<file path="config.mk">
export PLATFORM = sky130hd
export DESIGN_NAME = cordic_angle_reduce
export DESIGN_NICKNAME = d
export VERILOG_FILES = /design/src/rtl/cordic_angle_reduce.sv
export SDC_FILE = /design/constraint.sdc
export NUM_CORES = 1
export LEC_CHECK = 0
export CORE_ASPECT_RATIO = 1.2
export CORE_UTILIZATION = 25
export CTS_BUF_LIST = sky130_fd_sc_hd__clkbuf_8
export DETAILED_ROUTE_END_ITERATION = 7
export SETUP_SLACK_MARGIN = 0.02
export SKIP_CTS_REPAIR_TIMING = 1
export SLEW_MARGIN = 20
export SYNTH_ARGS = -nofsm -noshare
export SYNTH_HDL_FRONTEND = slang
export SYNTH_SLANG_ARGS = --single-unit
</file>
<file path="constraint.sdc">
create_clock -name clk -period 7.3 [get_ports clk]
set_input_delay 1.095 -clock clk [delete_from_list [all_inputs] [get_ports clk]]
set_output_delay 1.095 -clock clk [all_outputs]
set_load 0.1 [all_outputs]
</file>
<file path="src/rtl/cordic_angle_reduce.sv">
// cordic_angle_reduce
//   Angle pre-reduction ahead of the iterative CORDIC cosine unit. It takes an
//   IEEE-754 single-precision angle in radians and returns a non-negative
//   Q1.20 angle in [0, pi/2]. It also returns a negate flag, so that
//   cos(dataa) = (negate ? -1 : 1) * cos(angle_out).
//
//   Ports
//     clk        rising-edge system clock
//     reset      asynchronous, active-high reset
//     clk_en     start strobe, sampled only while idle
//     dataa      IEEE-754 single angle in radians
//     angle_out  reduced angle, Q1.20 two's complement, in [0, HALF_PI_Q]
//     negate     downstream cosine result must be sign-inverted
//     err        input was NaN, Inf or |x| >= 128
//     done       one-cycle pulse; outputs are valid from here to the next start
//
//   Schedule: IDLE -> ALIGN -> REDUCE (x5) -> FOLD_PI -> FOLD_HALF -> IDLE.
//   done rises 8 clocks after the accepted strobe.
module cordic_angle_reduce #(
  parameter int          FRAC_BITS = 20,
  parameter logic [27:0] PI_Q      = 28'd3294199,
  parameter logic [27:0] HALF_PI_Q = 28'd1647099,
  parameter logic [27:0] TWO_PI_Q  = 28'd6588397
) (
  input  logic        clk,
  input  logic        reset,
  input  logic        clk_en,
  input  logic [31:0] dataa,
  output logic [21:0] angle_out,
  output logic        negate,
  output logic        err,
  output logic        done
);

  // Biased exponent at which the 24-bit mantissa is already in Q8.FRAC_BITS
  // (127 bias + 23 fraction bits - FRAC_BITS). Four exponents above it reach
  // |x| >= 128, which no longer fits the 8 integer bits of r.
  localparam logic [7:0] ALIGN_E = 8'(150 - FRAC_BITS);
  localparam logic [7:0] ERR_E   = 8'(154 - FRAC_BITS);

  typedef enum logic [2:0] {IDLE, ALIGN, REDUCE, FOLD_PI, FOLD_HALF} state_t;

  state_t      state_q;
  logic [7:0]  exp_q;
  logic [23:0] man_q;
  logic [27:0] r_q;
  logic [2:0]  k_q;
  logic        err_work_q;
  logic [21:0] angle_q;
  logic        negate_q;
  logic        err_q;
  logic        done_q;

  // cos is even, so the sign bit is deliberately not used.
  logic sign_unused;
  assign sign_unused = dataa[31];

  logic [27:0] r_align_d;
  logic        range_err_d;
  logic [7:0]  lsh_amt;
  logic [7:0]  rsh_dist;
  logic [7:0]  rsh_amt;
  logic [27:0] sub_val;
  logic [27:0] r_reduce_d;
  logic [27:0] r_fold_d;
  logic [21:0] angle_d;
  logic        negate_d;

  always_comb begin
    range_err_d = (exp_q == 8'd255) || (exp_q >= ERR_E);
    lsh_amt     = exp_q - ALIGN_E;
    rsh_dist    = ALIGN_E - exp_q;
    // Right shifts beyond 31 only ever produce zero; clamp to keep the
    // shifter small.
    rsh_amt     = (rsh_dist > 8'd31) ? 8'd31 : rsh_dist;
    r_align_d   = '0;
    if (!range_err_d) begin
      if (exp_q >= ALIGN_E) r_align_d = {4'b0, man_q} << lsh_amt;
      else                  r_align_d = {4'b0, man_q} >> rsh_amt;
    end
  end

  // Binary restoring reduction: subtracting 2pi*16, *8, ... *1 in turn leaves
  // r mod 2pi, because r < 128 < 32*2pi.
  always_comb begin
    sub_val    = TWO_PI_Q << k_q;
    r_reduce_d = (r_q >= sub_val) ? (r_q - sub_val) : r_q;
  end

  // Reflect (pi, 2pi) onto (0, pi): cos(2pi - x) = cos(x).
  always_comb begin
    r_fold_d = (r_q > PI_Q) ? (TWO_PI_Q - r_q) : r_q;
  end

  // Reflect (pi/2, pi] onto [0, pi/2): cos(pi - x) = -cos(x).
  always_comb begin
    angle_d  = 22'(r_q);
    negate_d = 1'b0;
    if (r_q > HALF_PI_Q) begin
      angle_d  = 22'(PI_Q - r_q);
      negate_d = 1'b1;
    end
  end

  // Working datapath; every value is loaded before the FSM consumes it, so
  // none of it needs a reset.
  always_ff @(posedge clk) begin
    case (state_q)
      IDLE: begin
        if (clk_en) begin
          exp_q <= dataa[30:23];
          // Hidden bit follows the exponent, so denormals flush to zero.
          man_q <= {|dataa[30:23], dataa[22:0]};
        end
      end
      ALIGN: begin
        r_q        <= r_align_d;
        err_work_q <= range_err_d;
        k_q        <= 3'd4;
      end
      REDUCE: begin
        r_q <= r_reduce_d;
        k_q <= k_q - 3'd1;
      end
      FOLD_PI: r_q <= r_fold_d;
      default: ;
    endcase
  end

  always_ff @(posedge clk or posedge reset) begin
    if (reset) begin
      state_q  <= IDLE;
      angle_q  <= '0;
      negate_q <= 1'b0;
      err_q    <= 1'b0;
      done_q   <= 1'b0;
    end else begin
      done_q <= 1'b0;
      case (state_q)
        IDLE:    if (clk_en) state_q <= ALIGN;
        ALIGN:   state_q <= REDUCE;
        REDUCE:  if (k_q == 3'd0) state_q <= FOLD_PI;
        FOLD_PI: state_q <= FOLD_HALF;
        FOLD_HALF: begin
          angle_q  <= angle_d;
          negate_q <= negate_d;
          err_q    <= err_work_q;
          done_q   <= 1'b1;
          state_q  <= IDLE;
        end
        default: state_q <= IDLE;
      endcase
    end
  end

  assign angle_out = angle_q;
  assign negate    = negate_q;
  assign err       = err_q;
  assign done      = done_q;

endmodule

</file>
==> results.py, run 1 <==
metrics = {
    "setup_path": {
        "r2r_start": "exp_q[0]",
        "crit_top_cell": "buf_4",
        "worstPathArrival_ns": 4.44,
        "path_max_fanout": 82,
        "rr_worst_depth": 11,
        "cpLargestDelayFamily": "compound AO/OA/AOI/OAI gates",
        "critPathSlowestCell": "a221oi_1",
        "critPathMaxStageDelay_ns": 0.82,
        "cp.depth": 11,
        "crit_type": "reg -> reg",
        "path_cells": "buf_4 -> ha_1 -> nor2_2 -> mux2i_1 -> o22a_1 -> buf_4 -> o31ai_1 -> a221oi_1 -> a2111oi_0 -> nor3b_1 -> o21ai_0",
        "worstPathBufferInverterCount": 2,
        "critPathLaunch": "exp_q[0]",
        "worstSetupStartpointType": "flip-flop",
        "crit_path_end_kind": "flip-flop",
        "required_ns": 7.46,
    },
    "global_route": {
        "grt_usage_pct": 15.9,
        "overflow": 0,
        "grt_pass1_vias": 8615,
        "grt_pass1_wl_um": 49300,
        "antenna_found_initial": 0,
        "grt_max_degree": 83,
    },
    "timing": {
        "tns_ns": 0,
        "worstMarginPinSlew_ns": 1.01,
        "hold_ws_ns": 0.489,
        "fmax_mhz": 234,
        "skew_ns": 0.0288,
        "slew_viol_final": 0,
        "setup_viol": 0,
        "worst_slack_ns": 3.02,
        "slew_headroom_pct": 32.7,
        "rsz0062_at_grt": "false",
        "hold_viol_final": 0,
        "period_share_pct": 58.6,
        "period_needed_ns": 4.28,
    },
    "clocking": {
        "cts.sinks": 92,
        "cts_htree_levels": 3,
        "cts-root-buf": "clkbuf_8",
        "cts_tree": "yes",
        "max-clock-path-buffers": 2,
        "clock_latency_ns": 0.43,
        "numCtsBuffers": 9,
        "clkTransAtPathRegs_ns": 0.11,
    },
    "yosys": {
        "synth_nets": 1248,
        "yosysSeqAreaShare_pct": 27.1,
        "synth_edf_count": 64,
        "syn_inst": 1170,
        "synth_area_um2": 9670,
        "postSynthAreaPerCell_um2": 8.27,
        "synth_cell_type_count": 80,
        "ys_seq_elements": 92,
        "ys_warn_count": 0,
        "synthArstFlopShare_pct": 30.4,
        "ys.flop_type": "edfxtp_1",
    },
    "cells_and_area": {
        "syn_to_final_growth_pct": 12.8,
        "drive_gt1_share_pct": 7.80,
        "fin_cells": 1659,
        "fill_cells": 4037,
        "fin_nets": 1252,
        "antenna_cells": 0,
    },
    "floorplan": {
        "core-area_um2": 38000,
        "pin_count": 60,
        "die-area_um2": 39500,
        "row_count": 78,
        "start_util_pct": 25.5,
        "die_y_um": 217,
        "fp.dieW_um": 182,
    },
    "run_status": {
        "status": "finished, final reports clean",
    },
    "power_and_ir_drop": {
        "seqPwrFrac_pct": 21.3,
        "power.leakage_uw": 0.00396,
        "pwr_density_cell_nw_per_um2": 527,
        "switching_power_uw": 3140,
        "vdd_drop_max_uv": 226,
        "swShare_pct": 54.6,
        "power.clock.fraction_pct": 8.1,
        "power_frac_comb_pct": 70.6,
        "p_int_uw": 2610,
    },
    "placement": {
        "port_buffers": 58,
        "place_congestion": 0.959,
        "dp_slack_ns": 3.24,
        "dp_hpwl_um": 23600,
        "place_inst": 1643,
    },
    "min_path": {
        "worstHoldStart": "angle_out[17]",
        "hp-class": "reg -> reg",
        "min_path_cells": 2,
    },
    "run": {
        "max_cap_violations": 0,
    },
    "route": {
        "ant_nets": 0,
        "via_per_inst": 5.53,
        "wl_per_cell_um": 18.8,
        "drtIter0Drc": 787,
        "drcViolationCount": 0,
        "vias": 9169,
        "routed_wl_um": 31200,
        "drt-pass1-iter-count": 5,
    },
}
-- worst min-delay path, delay by kind of cell, from the launching register on --
family / cells / cell delay (ns)
AO/OA/AOI/OAI: 1 / 0.06
flip-flops: 1 / 0.36
AND/OR/NAND/NOR: 1 / 0.04
-- routing by layer --
metal | track usage [%] | share of wire (%)
met2 | 25.5 | 45
met5 | 0 | 0.12
met4 | 6.24 | 3.3
met3 | 3.09 | 7.3
met1 | 20.8 | 44
-- cells in the mapped netlist (all sizes together), types with 10 or more instances --
master | n | area share (%)
a211oi | 21 | 1.6
a21o | 16 | 1.2
a21oi | 84 | 4.3
a221oi | 13 | 1.2
a31oi | 13 | 1.0
buf | 27 | 1.5
clkbuf | 59 | 2.3
dfrtp | 28 | 7.2
edfxtp | 64 | 20
ha | 42 | 5.4
inv | 32 | 1.2
mux2 | 15 | 1.7
mux2i | 55 | 5.7
mux4 | 15 | 3.5
nand2 | 118 | 4.6
nand2b | 18 | 1.2
nand3 | 21 | 1.1
nand4 | 12 | 0.78
nor2 | 112 | 4.4
nor2b | 23 | 1.5
nor3 | 35 | 2.0
nor4 | 10 | 0.65
o211ai | 16 | 1.2
o21ai | 77 | 4.0
o22ai | 13 | 0.91
o31ai | 15 | 1.2
xnor2 | 48 | 4.3
xor2 | 22 | 2.0
-- power groups by stage --
stage / Clock [uW] / Sequential, uW / Combinational (uW)
global placement: 0 / 1230 / 3950
CTS: 473 / 1220 / 4010
finish: 465 / 1230 / 4070
floorplan: 0 / 1460 / 2760
detailed placement: 0 / 1230 / 3980
global route: 486 / 1260 / 4420
-- flip-flops by register name, indices dropped and copies added, names as in the netlist --
name and count:
angle_out 22, done 1, r_q 28, state_q 3, k_q 3, man_q 24
negate 1, exp_q 8, err_work_q 1, err 1
-- final cells by class --
cell class / instances / area [um2] / share of cell area (%)
Multi-Input combinational cell: 960 / 6580 / 60.3
Tap cell: 480 / 601 / 5.50
Clock buffer: 10 / 138 / 1.26
Sequential cell: 92 / 2620 / 24.0
Inverter: 32 / 120 / 1.10
Clock inverter: 6 / 116 / 1.07
Timing Repair Buffer: 79 / 738 / 6.77
-- layout by cell type (no fill, tap or decap), types with 20 or more instances in the layout --
master,instances
a211oi_1,21
xnor2_1,48
o21ai_1,20
mux2i_1,55
nor2b_1,23
ha_1,41
edfxtp_1,64
buf_4,21
nand2_1,118
nand3_1,21
dfrtp_1,28
clkdlybuf4s50_1,58
a21oi_1,84
nor3_1,33
inv_1,30
o21ai_0,57
xor2_1,22
nor2_1,111
-- per-stage QoR --
| stage | instance area [um2] | utilization, % | total power, uW |
|---|---|---|---|
| 5_1_grt | 10900 | 28.7 | 6170 |
| 2_1_floorplan | 9670 | - | 4220 |
| 4_1_cts | 10900 | 28.7 | 5700 |
| 3_5_place_dp | 10700 | 28.1 | 5210 |
| 6_report | 10900 | 28.7 | 5760 |
| 3_3_place_gp | 10700 | 28.1 | 5170 |
-- logic make-up after synthesis --
group / count (synthesis) / synth area share (%)
muxes: 85 / 10.9
DFF: 92 / 27.1
buffers and inverters: 118 / 5.06
xor gates and xnor gates: 70 / 6.34
and+or+nand+nor: 413 / 20.9
AOI/OAI and AO/OA: 349 / 24.0
adders and majority gates: 43 / 5.64
-- final timing paths --
check	slack, ns	endpoint
max in group asynchronous	5.85	angle_out[8]
min in group asynchronous	1.06	done
min reg2reg	0.49	angle_out[17]
min	0.49	angle_out[17]
max	3.02	r_q[14]
max reg2reg	3.02	r_q[14]
No activity file was read; power rests on OpenSTA's default activity.
==> run 2: changes to the inputs <==
Clock period 7.3 ns to 3.95 ns, I/O delays scaled along.
==> results.py, run 2 (same netlist as run 1, synthesis figures left out) <==
metrics = {
    "cells_and_area": {
        "multi_input_area_um2": 6610,
        "mostFrequentLayoutCells": "nand2_1, nor2_1, a21oi_1, edfxtp_1, clkdlybuf4s50_1",
        "seq_area_um2": 2620,
        "fin_nets": 1284,
        "syn_to_final_growth_pct": 15.8,
        "drive_gt1_share_pct": 10.5,
        "antenna_cells": 0,
        "final_common_cell": "nand2_1",
        "top_register": "r_q",
        "design_area_um2": 11200,
        "fill_cells": 4079,
        "largest_reg_flops": 28,
    },
    "min_path": {
        "min_path_cells": 2,
        "hp-class": "reg -> reg",
    },
    "route": {
        "routed_wl_um": 32400,
        "vias": 9332,
        "drt-pass1-iter-count": 5,
        "wl_per_cell_um": 19.1,
        "drtIter0Drc": 859,
        "drcViolationCount": 0,
        "via_per_inst": 5.52,
        "ant_nets": 0,
    },
    "floorplan": {
        "pin_count": 60,
        "row_count": 78,
        "start_util_pct": 25.5,
        "die_y_um": 217,
        "die-area_um2": 39500,
        "fp.dieW_um": 182,
        "core-area_um2": 38000,
    },
    "setup_path": {
        "required_ns": 4.09,
        "path_max_fanout": 14,
        "crit_type": "reg -> reg",
        "critPathMaxStageDelay_ns": 0.41,
        "worstPathArrival_ns": 3.94,
        "rr_worst_depth": 15,
        "worstPathBufferInverterCount": 3,
        "cpLargestDelayFamily": "simple AND/OR/NAND/NOR gates",
        "path_cells": "buf_4 -> ha_1 -> and2_1 -> a21o_1 -> ha_1 -> nand3_1 -> nor2_1 -> nand3b_1 -> a211o_1 -> nand3_1 -> a21oi_1 -> o211ai_1 -> nor4b_4 -> buf_4 -> clkbuf_16",
        "crit_path_end_kind": "flip-flop",
        "critPathSlowestCell": "edfxtp_1",
        "worstSetupStartpointType": "flip-flop",
        "cp.depth": 15,
    },
    "global_route": {
        "overflow": 0,
        "grt_max_degree": 81,
        "grt_usage_pct": 16.5,
        "grt_pass1_vias": 8851,
        "grt_pass1_wl_um": 51100,
        "antenna_found_initial": 0,
    },
    "timing": {
        "slew_headroom_pct": 33.5,
        "fmax_mhz": 263,
        "worstMarginPinSlew_ns": 0.995,
        "skew_ns": 0.0133,
        "period_share_pct": 96.4,
        "hold_ws_ns": 0.489,
        "hold_viol_final": 0,
        "slew_viol_final": 0,
        "setup_viol": 0,
        "period_needed_ns": 3.81,
    },
    "placement": {
        "place_congestion": 0.966,
        "dpl-instance-area_um2": 10900,
        "port_buffers": 58,
        "dp_hpwl_um": 25000,
    },
    "clocking": {
        "clkTransAtPathRegs_ns": 0.10,
        "clock_latency_ns": 0.41,
        "cts_htree_levels": 3,
        "cts_tree": "yes",
        "numCtsBuffers": 9,
        "cts.sinks": 92,
        "max-clock-path-buffers": 2,
        "cts-root-buf": "clkbuf_8",
    },
    "power_and_ir_drop": {
        "vdd_drop_max_uv": 329,
        "pwr_density_cell_nw_per_um2": 981,
        "power.leakage_uw": 0.00413,
    },
    "run_status": {
        "status": "finished, final reports clean",
    },
    "run": {
        "max_cap_violations": 0,
    },
}
## run 2: area by class of cell
cell class / instances / area share [%]
multi-input combinational: 960 / 59.0
sequential: 92 / 23.4
timing repair buffer: 111 / 9.00
tap: 480 / 5.36
clock buffer: 9 / 1.11
clock inverter: 7 / 1.07
inverter: 32 / 1.07
## run 2: per-stage QoR
stage	instances	setup TNS (ns)	setup WS, ns	utilization, %	power [uW]
after detailed placement	1670	0	0.102	28.7	9890
after global routing	1691	-1.31	-0.0593	29.5	11800
after global placement	1670	0	0.163	28.7	9840
after CTS	1686	0	0.0569	29.3	10800
after floorplan	1170	0	0.0517	-	7790
final	1691	0	0.143	29.5	11000
## run 2: layer usage
layer / part of all wire, % / track usage [%] / vias up
li1: - / - / 4460
met1: 44 / 21.7 / 4403
met2: 46 / 27.0 / 393
met3: 6.1 / 2.64 / 76
met4: 3.6 / 6.53 / 0
met5: 0 / 0 / -
## run 2: worst paths after layout
kind | slack, ns | end | start
setup / recovery | 0.14 | r_q[18] | k_q[1]
hold / removal | 0.49 | angle_out[21] | angle_out[21]
setup reg to reg | 0.14 | r_q[18] | k_q[1]
hold reg to reg | 0.49 | angle_out[21] | angle_out[21]
max in group asynchronous | 3.00 | angle_out[17] | reset
min in group asynchronous | 0.56 | angle_out[1] | reset
## run 2: where the power goes
part | internal (uW) | leakage [uW] | switching [uW] | total, uW
logic | 3030 | 0.00304 | 4940 | 7960
clock network | 424 | 0.000122 | 404 | 828
registers | 1600 | 0.000970 | 596 | 2200
## run 2: worst register-to-register path: stages, from the launching register on
cell and delay [ns]:
edfxtp_1 0.41, buf_4 0.18, ha_1 0.22, and2_1 0.26, a21o_1 0.19, ha_1 0.36
nand3_1 0.12, nor2_1 0.24, nand3b_1 0.21, a211o_1 0.31, nand3_1 0.08, a21oi_1 0.09
o211ai_1 0.23, nor4b_4 0.28, buf_4 0.18, clkbuf_16 0.17
